$ cat config.mk
export PLATFORM = sky130hd
export DESIGN_NAME = button_intr_ctrl
export DESIGN_NICKNAME = d
export VERILOG_FILES = /design/src/rtl/button_intr_ctrl_pkg.sv /design/src/rtl/button_debounce.sv /design/src/rtl/button_intr_ctrl.sv
export SDC_FILE = /design/constraint.sdc
export NUM_CORES = 1
export LEC_CHECK = 0
export CAP_MARGIN = 20
export CORE_MARGIN = 5
export CORE_UTILIZATION = 45
export DETAILED_ROUTE_END_ITERATION = 6
export MAX_ROUTING_LAYER = met4
export PLACE_DENSITY = 0.72
export SLEW_MARGIN = 25
export SYNTH_ARGS = -nofsm -noshare
export SYNTH_HDL_FRONTEND = slang
export SYNTH_HIERARCHICAL = 1
export SYNTH_SLANG_ARGS = --single-unit
$ cat constraint.sdc
create_clock -name clk -period 2.6 [get_ports clk]
set_clock_uncertainty 0.2 [all_clocks]
set_input_delay 0.52 -clock clk [delete_from_list [all_inputs] [get_ports clk]]
set_output_delay 0.52 -clock clk [all_outputs]
set_load 0.01 [all_outputs]
$ cat src/rtl/button_intr_ctrl_pkg.sv
// Shared constants and types for the button interrupt front end.
// Bit map of debounced buttons onto the CPU interrupt vector.
package button_intr_ctrl_pkg;

    localparam int unsigned INTR_W = 8;
    localparam int unsigned N_BTN  = 4;

    // 5 ms at 50 MHz
    localparam int unsigned DEFAULT_DEBOUNCE_CYCLES = 250000;

    localparam int unsigned BTN0_INTR = 0;
    localparam int unsigned BTN1_INTR = 1;
    localparam int unsigned BTN2_INTR = 2;
    localparam int unsigned BTN3_INTR = 3;

    localparam int unsigned BTN_INTR_IDX [N_BTN] = '{BTN0_INTR, BTN1_INTR, BTN2_INTR, BTN3_INTR};

    typedef enum logic {
        StStable,
        StCounting
    } db_state_e;

endpackage

$ cat src/rtl/button_debounce.sv
// Two-flop synchroniser plus counting debouncer for one active-low button.
// level is the debounced pressed state; press pulses on the accepting edge of a press.
module button_debounce
    import button_intr_ctrl_pkg::*;
#(
    parameter int unsigned DEBOUNCE_CYCLES = DEFAULT_DEBOUNCE_CYCLES
) (
    input  logic clk,
    input  logic reset,
    input  logic btn_n,
    output logic level,
    output logic press
);

    localparam int unsigned CntW = $clog2(DEBOUNCE_CYCLES);
    localparam logic [CntW-1:0] CntMax = CntW'(DEBOUNCE_CYCLES - 1);

    logic [1:0]      sync_q;
    db_state_e       state_q, state_d;
    logic [CntW-1:0] cnt_q, cnt_d;
    logic            stable_q, stable_d;
    logic            differ;
    logic            flip;

    // stable_q is kept active-high, so compare against the inverted raw level
    assign differ = (~sync_q[1]) != stable_q;

    always_ff @(posedge clk) begin
        if (reset) begin
            sync_q   <= 2'b11;
            state_q  <= StStable;
            cnt_q    <= '0;
            stable_q <= 1'b0;
        end else begin
            sync_q   <= {sync_q[0], btn_n};
            state_q  <= state_d;
            cnt_q    <= cnt_d;
            stable_q <= stable_d;
        end
    end

    always_comb begin
        state_d  = state_q;
        cnt_d    = cnt_q;
        stable_d = stable_q;
        flip     = 1'b0;
        unique case (state_q)
            StStable: begin
                cnt_d = '0;
                if (differ) begin
                    state_d = StCounting;
                    cnt_d   = cnt_q + 1'b1;
                end
            end
            StCounting: begin
                if (!differ) begin
                    state_d = StStable;
                    cnt_d   = '0;
                end else if (cnt_q == CntMax) begin
                    state_d  = StStable;
                    cnt_d    = '0;
                    stable_d = ~stable_q;
                    flip     = 1'b1;
                end else begin
                    cnt_d = cnt_q + 1'b1;
                end
            end
            default: begin
                state_d = StStable;
                cnt_d   = '0;
            end
        endcase
    end

    always_comb begin
        level = stable_q;
        press = flip && !stable_q;
    end

endmodule

$ cat src/rtl/button_intr_ctrl.sv
// Debounced push buttons to sticky, CPU-acknowledged interrupt bits.
// Define INTR_MASK_EN to add the intr_mask port and gate intr/irq_any with it.
module button_intr_ctrl
    import button_intr_ctrl_pkg::*;
#(
    parameter int unsigned DEBOUNCE_CYCLES = DEFAULT_DEBOUNCE_CYCLES
) (
    input  logic              clk,
    input  logic              reset,
    input  logic [N_BTN-1:0]  buttons,
    input  logic [INTR_W-1:0] intr_ack,
`ifdef INTR_MASK_EN
    input  logic [INTR_W-1:0] intr_mask,
`endif
    output logic [INTR_W-1:0] intr,
    output logic [N_BTN-1:0]  btn_level,
    output logic              irq_any
);

    logic [N_BTN-1:0]  press;
    logic [N_BTN-1:0]  pending_q, pending_d;
    logic [INTR_W-1:0] intr_q, intr_d;
    logic              irq_q, irq_d;
    logic              unused_ack;

    assign unused_ack = ^intr_ack[INTR_W-1:N_BTN];

    for (genvar i = 0; i < N_BTN; i++) begin : g_btn
        button_debounce #(
            .DEBOUNCE_CYCLES(DEBOUNCE_CYCLES)
        ) u_debounce (
            .clk  (clk),
            .reset(reset),
            .btn_n(buttons[i]),
            .level(btn_level[i]),
            .press(press[i])
        );
    end

    always_comb begin
        pending_d = '0;
        intr_d    = '0;
        for (int i = 0; i < N_BTN; i++) begin
            // set after clear: a press coinciding with an ack is kept
            pending_d[i] = (pending_q[i] & ~intr_ack[BTN_INTR_IDX[i]]) | press[i];
            intr_d[BTN_INTR_IDX[i]] = pending_d[i];
        end
`ifdef INTR_MASK_EN
        intr_d = intr_d & intr_mask;
`endif
        irq_d = |intr_d;
    end

    always_ff @(posedge clk) begin
        if (reset) begin
            pending_q <= '0;
            intr_q    <= '0;
            irq_q     <= 1'b0;
        end else begin
            pending_q <= pending_d;
            intr_q    <= intr_d;
            irq_q     <= irq_d;
        end
    end

    assign intr    = intr_q;
    assign irq_any = irq_q;

endmodule

==> results by group, run 1 <==
Run status
  • Status: finished, final reports clean

Synth
  • Number of enable flip-flop cells after synthesis: 0
  • Synthesis Warnings: 6
  • Commonest cells in the netlist: dfxtp_1, nor2_1, xor2_1
  • Top FF cell, synth: dfxtp_1
  • Post-Syn Area: 4120 µm²
  • Count leader, synth: dfxtp_1
  • Seq/Total Area, Yosys: 45.1%
  • Mapped Avg Cell Area: 9.48 µm²
  • Cell accounting for the most synthesized area: dfxtp_1
  • Yosys cell types: 33
  • Top cell type's share of synthesized area: 45.1%
  • Synthesized flop and latch total: 93
  • Synth Instances: 435
  • Async S/R FF share, synth: 0%
  • Synth top area cells: dfxtp_1, xor2_1, nor2_1

Hold path
  • Worst hold path type: reg2reg

Clock network
  • Worst-skew pair later-pin latency: 0.35 ns
  • Worst-path clk slew: 0.09 ns
  • Hold_buf cts: 0
  • CTS max path bufs: 2
  • Post_cts resized: 0
  • CTS root buf: clkbuf_8
  • H-tree Lvls: 3
  • TritonCTS Buffers: 9
  • Sink Count: 93
  • CTS tree: built
  • Setup Buffers After CTS: 0

Placement
  • HPWL after DPL: 5180 µm
  • DP Area: 4330 µm²
  • Port bufs: 18
  • Dpl ws: 0.348 ns
  • GP Congestion: 0.810
  • Placed Cells: 553

Worst setup path
  • CP peak stage delay: 0.54 ns
  • CP top delay family: simple AND/OR/NAND/NOR gates
  • Worst Setup End Kind: register
  • Crit path launch type: register
  • Reg2reg setup slack: 0.41 ns
  • WP buf/inv: 0
  • Worst path required time: 2.62 ns
  • Maximum fanout along the worst path: 18
  • Worst Path Arrival: 2.22 ns
  • CP Cell Sequence: or4_4, nor4_4, a21bo_1, nor2_1
  • Crit-path slowest cell: or4_4
  • Setup Crit Path Kind: reg2reg

Route
  • DRC: 0
  • Via density: 5.38
  • DRT Pass-1 Iters: 4
  • Final ANT Viol Nets: 0
  • WL final: 7270 µm
  • Wire per inst: 12.8 µm
  • Detailed Route Iter0 Violations: 140
  • Via count: 3054

STA
  • RSZ-0062 raised after global routing: false
  • Crit path time final: 2.19 ns
  • Hold Slack: 0.221 ns
  • Max Clk Rate: 456 MHz
  • Fin crit share: 84.4%
  • Setup TNS: 0 ns
  • Final Hold Vio Count: 0
  • Slew margin rel.: 62.9%
  • Setup ws final: 0.407 ns
  • Final Max Tran Viols: 0
  • Worst slew pin tran: 0.557 ns
  • Setup violators final: 0

Power
  • Combinational share of power: 1.9%
  • Clock network fraction of design power: 36.8%
  • Switching share of power: 22.1%
  • Internal Power: 1.83 mW
  • Tot Pwr: 2.34 mW
  • Lkg Pwr: 1.50 nW
  • Switching Power: 518 µW
  • Power Dens Cells: 521 nW/µm²
  • Power share of the sequential group: 61.3%
  • Worst VDD drop: 0.000300 V

Global route
  • Gr ovfl total: 0
  • Vias in the first global route: 2869
  • First-pass GRT wire length: 12600 µm
  • Initial antenna violation count: 0
  • Pin count of the biggest net entering global routing: 19
  • All-Layer GR Usage: 13.8%

Cells and area
  • Utilization after layout: 49.7%
  • Multi-input gate area: 2100 µm²
  • ANT cells: 0
  • Layout cells sized above 1: 10.1%
  • # fillers: 849
  • Final cell count without fillers: 568
  • Register area: 1860 µm²
  • P&R area growth vs syn: 9.16%
  • Final net count: 471
  • Fin area: 4500 µm²

Job
  • Total of max-cap violations: 0

Die
  • Starting Density: 45.5%
  • Die X: 106 µm
  • Core ar.: 9060 µm²
  • FP Rows: 35
  • I/O Pins: 27
  • Die area: 11200 µm²
  • Die height: 106 µm
==> per-layer routing <==
layer	wire, µm	track usage [%]
met2	3460	22.4
met4	57	3.70
met3	220	3.86
met1	3530	16.9
met5	0	-
==> kinds of logic (layout without fill, tap and decap cells) <==
group,count (synthesis),after routing,share of synthesized area (%)
AOI/OAI and AO/OA,37,37,5.86
xor gates and xnor gates,56,56,11.9
adders and majority gates,4,4,1.21
buffers and inverters,24,43,4.13
DFF,93,93,45.1
other,1,4,0.0909
and+or+nand+nor,220,220,31.7
==> worst paths after layout <==
| check | from | cells past startpoint | to |
|---|---|---|---|
| setup / recovery | g_btn[0].u_debounce/cnt_q[11] | 4 | g_btn[0].u_debounce/cnt_q[9] |
| hold / removal | g_btn[1].u_debounce/sync_q[0] | 1 | g_btn[1].u_debounce/sync_q[1] |
| setup reg to reg | g_btn[0].u_debounce/cnt_q[11] | 4 | g_btn[0].u_debounce/cnt_q[9] |
| hold reg to reg | g_btn[1].u_debounce/sync_q[0] | 1 | g_btn[1].u_debounce/sync_q[1] |
==> power groups by stage <==
stage                     clock network [mW]  registers [mW]  logic (mW)
after floorplan                            0            1.47      0.0316
final                                  0.862            1.44      0.0449
after CTS                              0.896            1.44      0.0456
after global routing                   0.964            1.44      0.0496
after global placement                     0            1.47      0.0447
after detailed placement                   0            1.47      0.0455
==> placed cells by master (no fill, tap or decap), drive strengths merged, types with 4 or more instances in the layout <==
cell	synthesis	final
dfxtp	93	93
nor2	64	64
xor2	44	44
nand4	32	32
nand2	24	24
nand3	24	24
a21oi	20	20
clkdlybuf4s50	0	18
and4	12	12
xnor2	12	12
nor3	12	12
nor4	12	12
clkbuf	0	10
inv	8	10
or2	8	8
and3	8	8
o21ai	8	8
or4	8	8
conb	1	4
or4bb	4	4
a21bo	4	4
and2	4	4
o31ai	4	4
or4b	4	4
or3	4	4
ha	4	4
==> area by class of cell <==
| type | count | share of cell area [%] |
|---|---|---|
| multi-input combinational | 321 | 46.7 |
| sequential | 93 | 41.4 |
| clock inverter | 5 | 0.778 |
| clock buffer | 10 | 3.06 |
| timing repair buffer | 20 | 4.34 |
| inverter | 8 | 0.667 |
| tap | 111 | 3.09 |
==> sequential cells by signal (all words and copies together), names as in the netlist <==
name / count
g_btn.u_debounce/cnt_q: 72
intr: 4
g_btn.u_debounce/state_q: 4
irq_any: 1
g_btn.u_debounce/sync_q: 8
g_btn.u_debounce/level: 4
Power figures use the tool's default switching activity.
==> inputs of run 2 (changes only) <==
Clock period 2.6 ns to 2.1 ns, I/O delays scaled along.
==> run 2 against run 1 <==
Effect of this change: combinational power rose by 43%; non-clock buffer count grew 20; critical path depth increased by 2; die area stayed put; cell area grew 5.9%; utilization grew 2.9 points; highest routed layer unchanged; hold slack got worse by 0.0070 ns; sequential cell count did not move.
==> results by group, run 2 (synthesis results as in run 1) <==
Global route
  • All-Layer GR Usage: 14.6% (was 13.8%)
  • Initial antenna violation count: 0 (unchanged)
  • First-pass GRT wire length: 13200 µm (was 12600 µm)
  • Pin count of the biggest net entering global routing: 22 (was 19)
  • Vias in the first global route: 2959 (was 2869)
  • Gr ovfl total: 0 (unchanged)

Placement
  • Port bufs: 18 (unchanged)
  • HPWL after DPL: 5320 µm (was 5180 µm)
  • GP Congestion: 0.812 (was 0.810)

Worst setup path
  • Worst Path Arrival: 2.04 ns (was 2.22 ns)
  • Setup Crit Path Kind: reg2reg (unchanged)
  • CP Cell Sequence: or4_4, nor4_4, nand2_1, nor3_1, a21oi_2, a41oi_2 (was or4_4, nor4_4, a21bo_1, nor2_1)
  • Worst Setup End Kind: register (unchanged)
  • CP top delay family: simple AND/OR/NAND/NOR gates (unchanged)
  • Worst path depth: 6 (was 4)
  • Worst path required time: 2.17 ns (was 2.62 ns)
  • Crit-path slowest cell: or4_4 (unchanged)
  • CP peak stage delay: 0.55 ns (was 0.54 ns)
  • Worst r2r path cells: 6 (was 4)
  • Crit path launch type: register (unchanged)
  • Maximum fanout along the worst path: 5 (was 18)
  • WP buf/inv: 0 (unchanged)

Cells and area
  • Number of flip-flops in the largest register: 72 (unchanged)
  • Commonest cells after routing, fill and taps aside: dfxtp_1, nor2_1, xor2_1, nand4_1 (unchanged)
  • Biggest register: g_btn.u_debounce/cnt_q (unchanged)
  • ANT cells: 0 (unchanged)
  • Final net count: 491 (was 471)
  • P&R area growth vs syn: 15.6% (was 9.16%)
  • Biggest regs: g_btn.u_debounce/cnt_q: 72 flops, g_btn.u_debounce/sync_q: 8 flops (unchanged)
  • # fillers: 807 (was 849)
  • Commonest non-fill, non-tap cell in the layout: dfxtp_1 (unchanged)
  • Layout cells sized above 1: 14.2% (was 10.1%)

STA
  • RSZ-0062 raised after global routing: false (unchanged)
  • Crit path time final: 1.97 ns (was 2.19 ns)
  • Max Clk Rate: 508 MHz (was 456 MHz)
  • Setup TNS: 0 ns (unchanged)
  • Final Max Tran Viols: 0 (unchanged)
  • Setup violators final: 0 (unchanged)
  • Fin crit share: 93.8% (was 84.4%)
  • Final Hold Vio Count: 0 (unchanged)

Run status
  • Status: finished, final reports clean (unchanged)

Die
  • Die height: 106 µm (unchanged)
  • Die X: 106 µm (unchanged)
  • Core ar.: 9060 µm² (unchanged)
  • FP Rows: 35 (unchanged)
  • Starting Density: 45.5% (unchanged)
  • I/O Pins: 27 (unchanged)
  • Die area: 11200 µm² (unchanged)

Clock network
  • CTS tree: built (unchanged)
  • Sink Count: 93 (unchanged)
  • H-tree Lvls: 3 (unchanged)
  • Worst-skew pair later-pin latency: 0.35 ns (about the same)
  • TritonCTS Buffers: 9 (unchanged)
  • CTS max path bufs: 2 (unchanged)
  • Worst-path clk slew: 0.09 ns (about the same)
  • CTS root buf: clkbuf_8 (unchanged)
  • Setup Buffers After CTS: 0 (unchanged)

Power
  • Lkg Pwr: 1.66 nW (was 1.50 nW)
  • Worst VDD drop: 0.000358 V (was 0.000300 V)
  • Tot Pwr: 3.19 mW (was 2.34 mW)
  • Power Dens Cells: 669 nW/µm² (was 521 nW/µm²)

Route
  • Wire per inst: 12.6 µm (was 12.8 µm)
  • Detailed Route Iter0 Violations: 119 (was 140)
  • DRT Pass-1 Iters: 4 (unchanged)
  • Via count: 3151 (was 3054)
  • WL final: 7450 µm (was 7270 µm)
  • Via density: 5.35 (was 5.38)
  • Final ANT Viol Nets: 0 (unchanged)
  • DRC: 0 (unchanged)

Hold path
  • Worst hold path type: reg2reg (unchanged)
  • Number of cells on the worst hold path: 1 (unchanged)

Job
  • Total of max-cap violations: 0 (unchanged)
run 2: cell types whose count changed in the layout (fill, tap and decap cells not counted):
cell        delta
buf_4         +17
bufinv_16      +2
clkbuf_1       +1
nor3_4         +1
nor3_2         +1
clkinvlp_4     -1
clkbuf_8       +1
buf_12         +3
clkinv_2       -2
nor3_1         -2
run 2: area by class of cell:
class	instances	area [µm²]	area share, %
tap	111	139	2.91
clock inverter	4	77.6	1.63
timing repair buffer	40	383	8.03
clock buffer	12	155	3.26
sequential	93	1860	39.1
multi-input combinational	321	2120	44.5
inverter	8	30.0	0.630
run 2: layer usage:
layer	wire length [µm]	up-vias	global-route usage [%]
met5	0	-	-
met4	68	0	3.79
met3	279	6	3.98
met2	3640	43	24.2
met1	3460	1483	17.6
li1	-	1619	-
run 2: final timing paths:
check	to	startpoint	slack, ns
setup / recovery	irq_any	g_btn[2].u_debounce/cnt_q[13]	0.13
hold reg to reg	g_btn[0].u_debounce/sync_q[1]	g_btn[0].u_debounce/sync_q[0]	0.21
hold / removal	g_btn[0].u_debounce/sync_q[1]	g_btn[0].u_debounce/sync_q[0]	0.21
setup reg to reg	irq_any	g_btn[2].u_debounce/cnt_q[13]	0.13
run 2: repair_timing:
action                     in CTS  in global routing
hold buffers                    0                  0
setup endpoints to repair       0                  2
resized for setup               0                  3
run 2: power by group:
group	switching [mW]	internal [mW]	leakage, nW
logic	0.0298	0.0346	0.795
registers	0.00575	1.77	0.751
clock network	0.602	0.745	0.118
run 2: worst register-to-register path, delay by kind of cell, from the launching register on:
family          cells  cell delay [ns]
compound gates      2             0.24
flops               1             0.35
simple gates        4             1.10
run 2: metrics by stage:
stage          utilization (%)  cell area, µm²  hold slack (ns)  setup slack, ns  cells
6_report                  52.6            4770            0.214            0.130    589
5_1_grt                   52.6            4770            0.243          0.00613    589
3_3_place_gp              49.8            4520            0.192            0.105    573
3_5_place_dp              49.8            4520            0.193           0.0499    573
2_1_floorplan                -            4140            0.189            0.217    438
4_1_cts                   52.4            4750            0.215           0.0109    589
==> inputs of run 3 (changes only) <==
Settings changed: CTS_BUF_LIST set to sky130_fd_sc_hd__clkbuf_8, SLEW_MARGIN 25 to 20.
==> run 3 against run 2 <==
Effect of this change: register-to-register slack about the same; count of clock-buffer cells in the layout decreased by 1; fmax about the same; first-iteration DRC count fell by 0.84%; via count stayed put; cell count did not move; hold slack unchanged; power shrank 0.13%; sequential share of layout area unchanged; worst setup slack about the same.
==> results by group, run 3 (synthesis results as in run 1) <==
Power
  • Lkg Pwr: 1.67 nW (was 1.66 nW)
  • Worst VDD drop: 0.000358 V (about the same)
  • Combinational share of power: 2.0% (about the same)
  • Power share of the sequential group: 55.8% (about the same)
  • Switching share of power: 20.0% (about the same)
  • Internal Power: 2.55 mW (about the same)
  • Clock network fraction of design power: 42.2% (about the same)
  • Tot Pwr: 3.19 mW (about the same)
  • Switching Power: 638 µW (was 637 µW)
  • Power Dens Cells: 669 nW/µm² (about the same)

Cells and area
  • Biggest register: g_btn.u_debounce/cnt_q (unchanged)
  • Final net count: 491 (unchanged)
  • Number of flip-flops in the largest register: 72 (unchanged)
  • P&R area growth vs syn: 15.6% (unchanged)
  • Layout cells sized above 1: 14.2% (unchanged)
  • Fin area: 4770 µm² (unchanged)
  • # fillers: 807 (unchanged)
  • Biggest regs: g_btn.u_debounce/cnt_q: 72 flops, g_btn.u_debounce/sync_q: 8 flops (unchanged)
  • Commonest cells after routing, fill and taps aside: dfxtp_1, nor2_1, xor2_1, nand4_1 (unchanged)
  • Commonest non-fill, non-tap cell in the layout: dfxtp_1 (unchanged)
  • ANT cells: 0 (unchanged)

STA
  • Hold Slack: 0.214 ns (unchanged)
  • Final Hold Vio Count: 0 (unchanged)
  • Setup violators final: 0 (unchanged)
  • Setup TNS: 0 ns (unchanged)
  • Max Clk Rate: 508 MHz (about the same)
  • Setup ws final: 0.131 ns (was 0.130 ns)
  • RSZ-0062 raised after global routing: false (unchanged)
  • Fin crit share: 93.8% (about the same)
  • Crit path time final: 1.97 ns (about the same)
  • Final Max Tran Viols: 0 (unchanged)

Global route
  • All-Layer GR Usage: 14.6% (unchanged)
  • Pin count of the biggest net entering global routing: 22 (unchanged)
  • Initial antenna violation count: 0 (unchanged)
  • First-pass GRT wire length: 13200 µm (unchanged)
  • Vias in the first global route: 2959 (unchanged)
  • Gr ovfl total: 0 (unchanged)

Placement
  • GP Congestion: 0.812 (unchanged)
  • HPWL after DPL: 5320 µm (unchanged)
  • Port bufs: 18 (unchanged)
  • DP Area: 4520 µm² (unchanged)
  • Dpl ws: 0.0499 ns (unchanged)

Clock network
  • H-tree Lvls: 3 (unchanged)
  • TritonCTS Buffers: 9 (unchanged)
  • CTS max path bufs: 2 (unchanged)
  • Hold_buf cts: 0 (unchanged)
  • Worst-skew pair later-pin latency: 0.35 ns (about the same)
  • Worst-path clk slew: 0.09 ns (about the same)
  • CTS tree: built (unchanged)
  • Setup Buffers After CTS: 0 (unchanged)
  • Sink Count: 93 (unchanged)
  • Post_cts resized: 0 (unchanged)
  • CTS root buf: clkbuf_8 (unchanged)

Worst setup path
  • Setup Crit Path Kind: reg2reg (unchanged)
  • Crit path launch type: register (unchanged)
  • Worst Setup End Kind: register (unchanged)
  • Maximum fanout along the worst path: 5 (unchanged)
  • Worst path required time: 2.17 ns (about the same)
  • Worst r2r path cells: 6 (unchanged)
  • Worst Path Arrival: 2.04 ns (about the same)

Run status
  • Status: finished, final reports clean (unchanged)

Route
  • Detailed Route Iter0 Violations: 118 (was 119)
  • Wire per inst: 12.6 µm (about the same)
  • DRC: 0 (unchanged)
  • WL final: 7450 µm (about the same)
  • Via density: 5.35 (unchanged)
  • DRT Pass-1 Iters: 4 (unchanged)
  • Final ANT Viol Nets: 0 (unchanged)
  • Via count: 3151 (unchanged)

Job
  • Total of max-cap violations: 0 (unchanged)

Die
  • Starting Density: 45.5% (unchanged)
  • Die height: 106 µm (unchanged)
  • FP Rows: 35 (unchanged)
  • Die X: 106 µm (unchanged)
  • Core ar.: 9060 µm² (unchanged)
  • Die area: 11200 µm² (unchanged)
  • I/O Pins: 27 (unchanged)

Hold path
  • Worst hold path type: reg2reg (unchanged)
  • Number of cells on the worst hold path: 1 (unchanged)
==> run 3: power by group through the flow <==
stage | Sequential, mW | Combinational, mW | Clock, mW
2_1_floorplan | 1.82 | 0.0391 | 0
3_3_place_gp | 1.82 | 0.0645 | 0
3_5_place_dp | 1.82 | 0.0651 | 0
4_1_cts | 1.78 | 0.0653 | 1.39
5_1_grt | 1.78 | 0.0716 | 1.46
6_report | 1.78 | 0.0644 | 1.34
==> run 3: area by class of cell <==
cell class                      instances  area (µm²)  share of cell area (%)
Clock inverter                          5        81.3                    1.71
Inverter                                8        30.0                   0.630
Sequential cell                        93        1860                    39.1
Multi-Input combinational cell        321        2120                    44.5
Timing Repair Buffer                   40         383                    8.03
Tap cell                              111         139                    2.91
Clock buffer                           11         151                    3.18
==> run 3: final timing paths <==
path | startpoint | endpoint | slack (ns)
worst max-delay path | g_btn[2].u_debounce/cnt_q[13] | irq_any | 0.13
worst max register to register | g_btn[2].u_debounce/cnt_q[13] | irq_any | 0.13
worst min-delay path | g_btn[0].u_debounce/sync_q[0] | g_btn[0].u_debounce/sync_q[1] | 0.21
worst min register to register | g_btn[0].u_debounce/sync_q[0] | g_btn[0].u_debounce/sync_q[1] | 0.21
==> run 3: routing by layer <==
metal | share of wire (%) | wire length, µm | global-route usage [%] | vias up
li1 | - | - | - | 1620
met1 | 47 | 3470 | 17.6 | 1484
met2 | 49 | 3640 | 24.2 | 41
met3 | 3.6 | 266 | 3.98 | 6
met4 | 0.91 | 68 | 3.79 | 0
met5 | 0 | 0 | - | -
==> run 3: per-stage QoR <==
stage | std cells | utilization (%)
finish | 589 | 52.6
global route | 589 | 52.6
CTS | 589 | 52.4
detailed placement | 573 | 49.8
global placement | 573 | 49.8
floorplan | 438 | -
==> run 3: critical path: stages (launching register included) <==
cell     delay, ns
dfxtp_1       0.35
or4_4         0.55
nor4_4        0.23
nand2_1       0.11
nor3_1        0.21
a21oi_2       0.07
a41oi_2       0.17
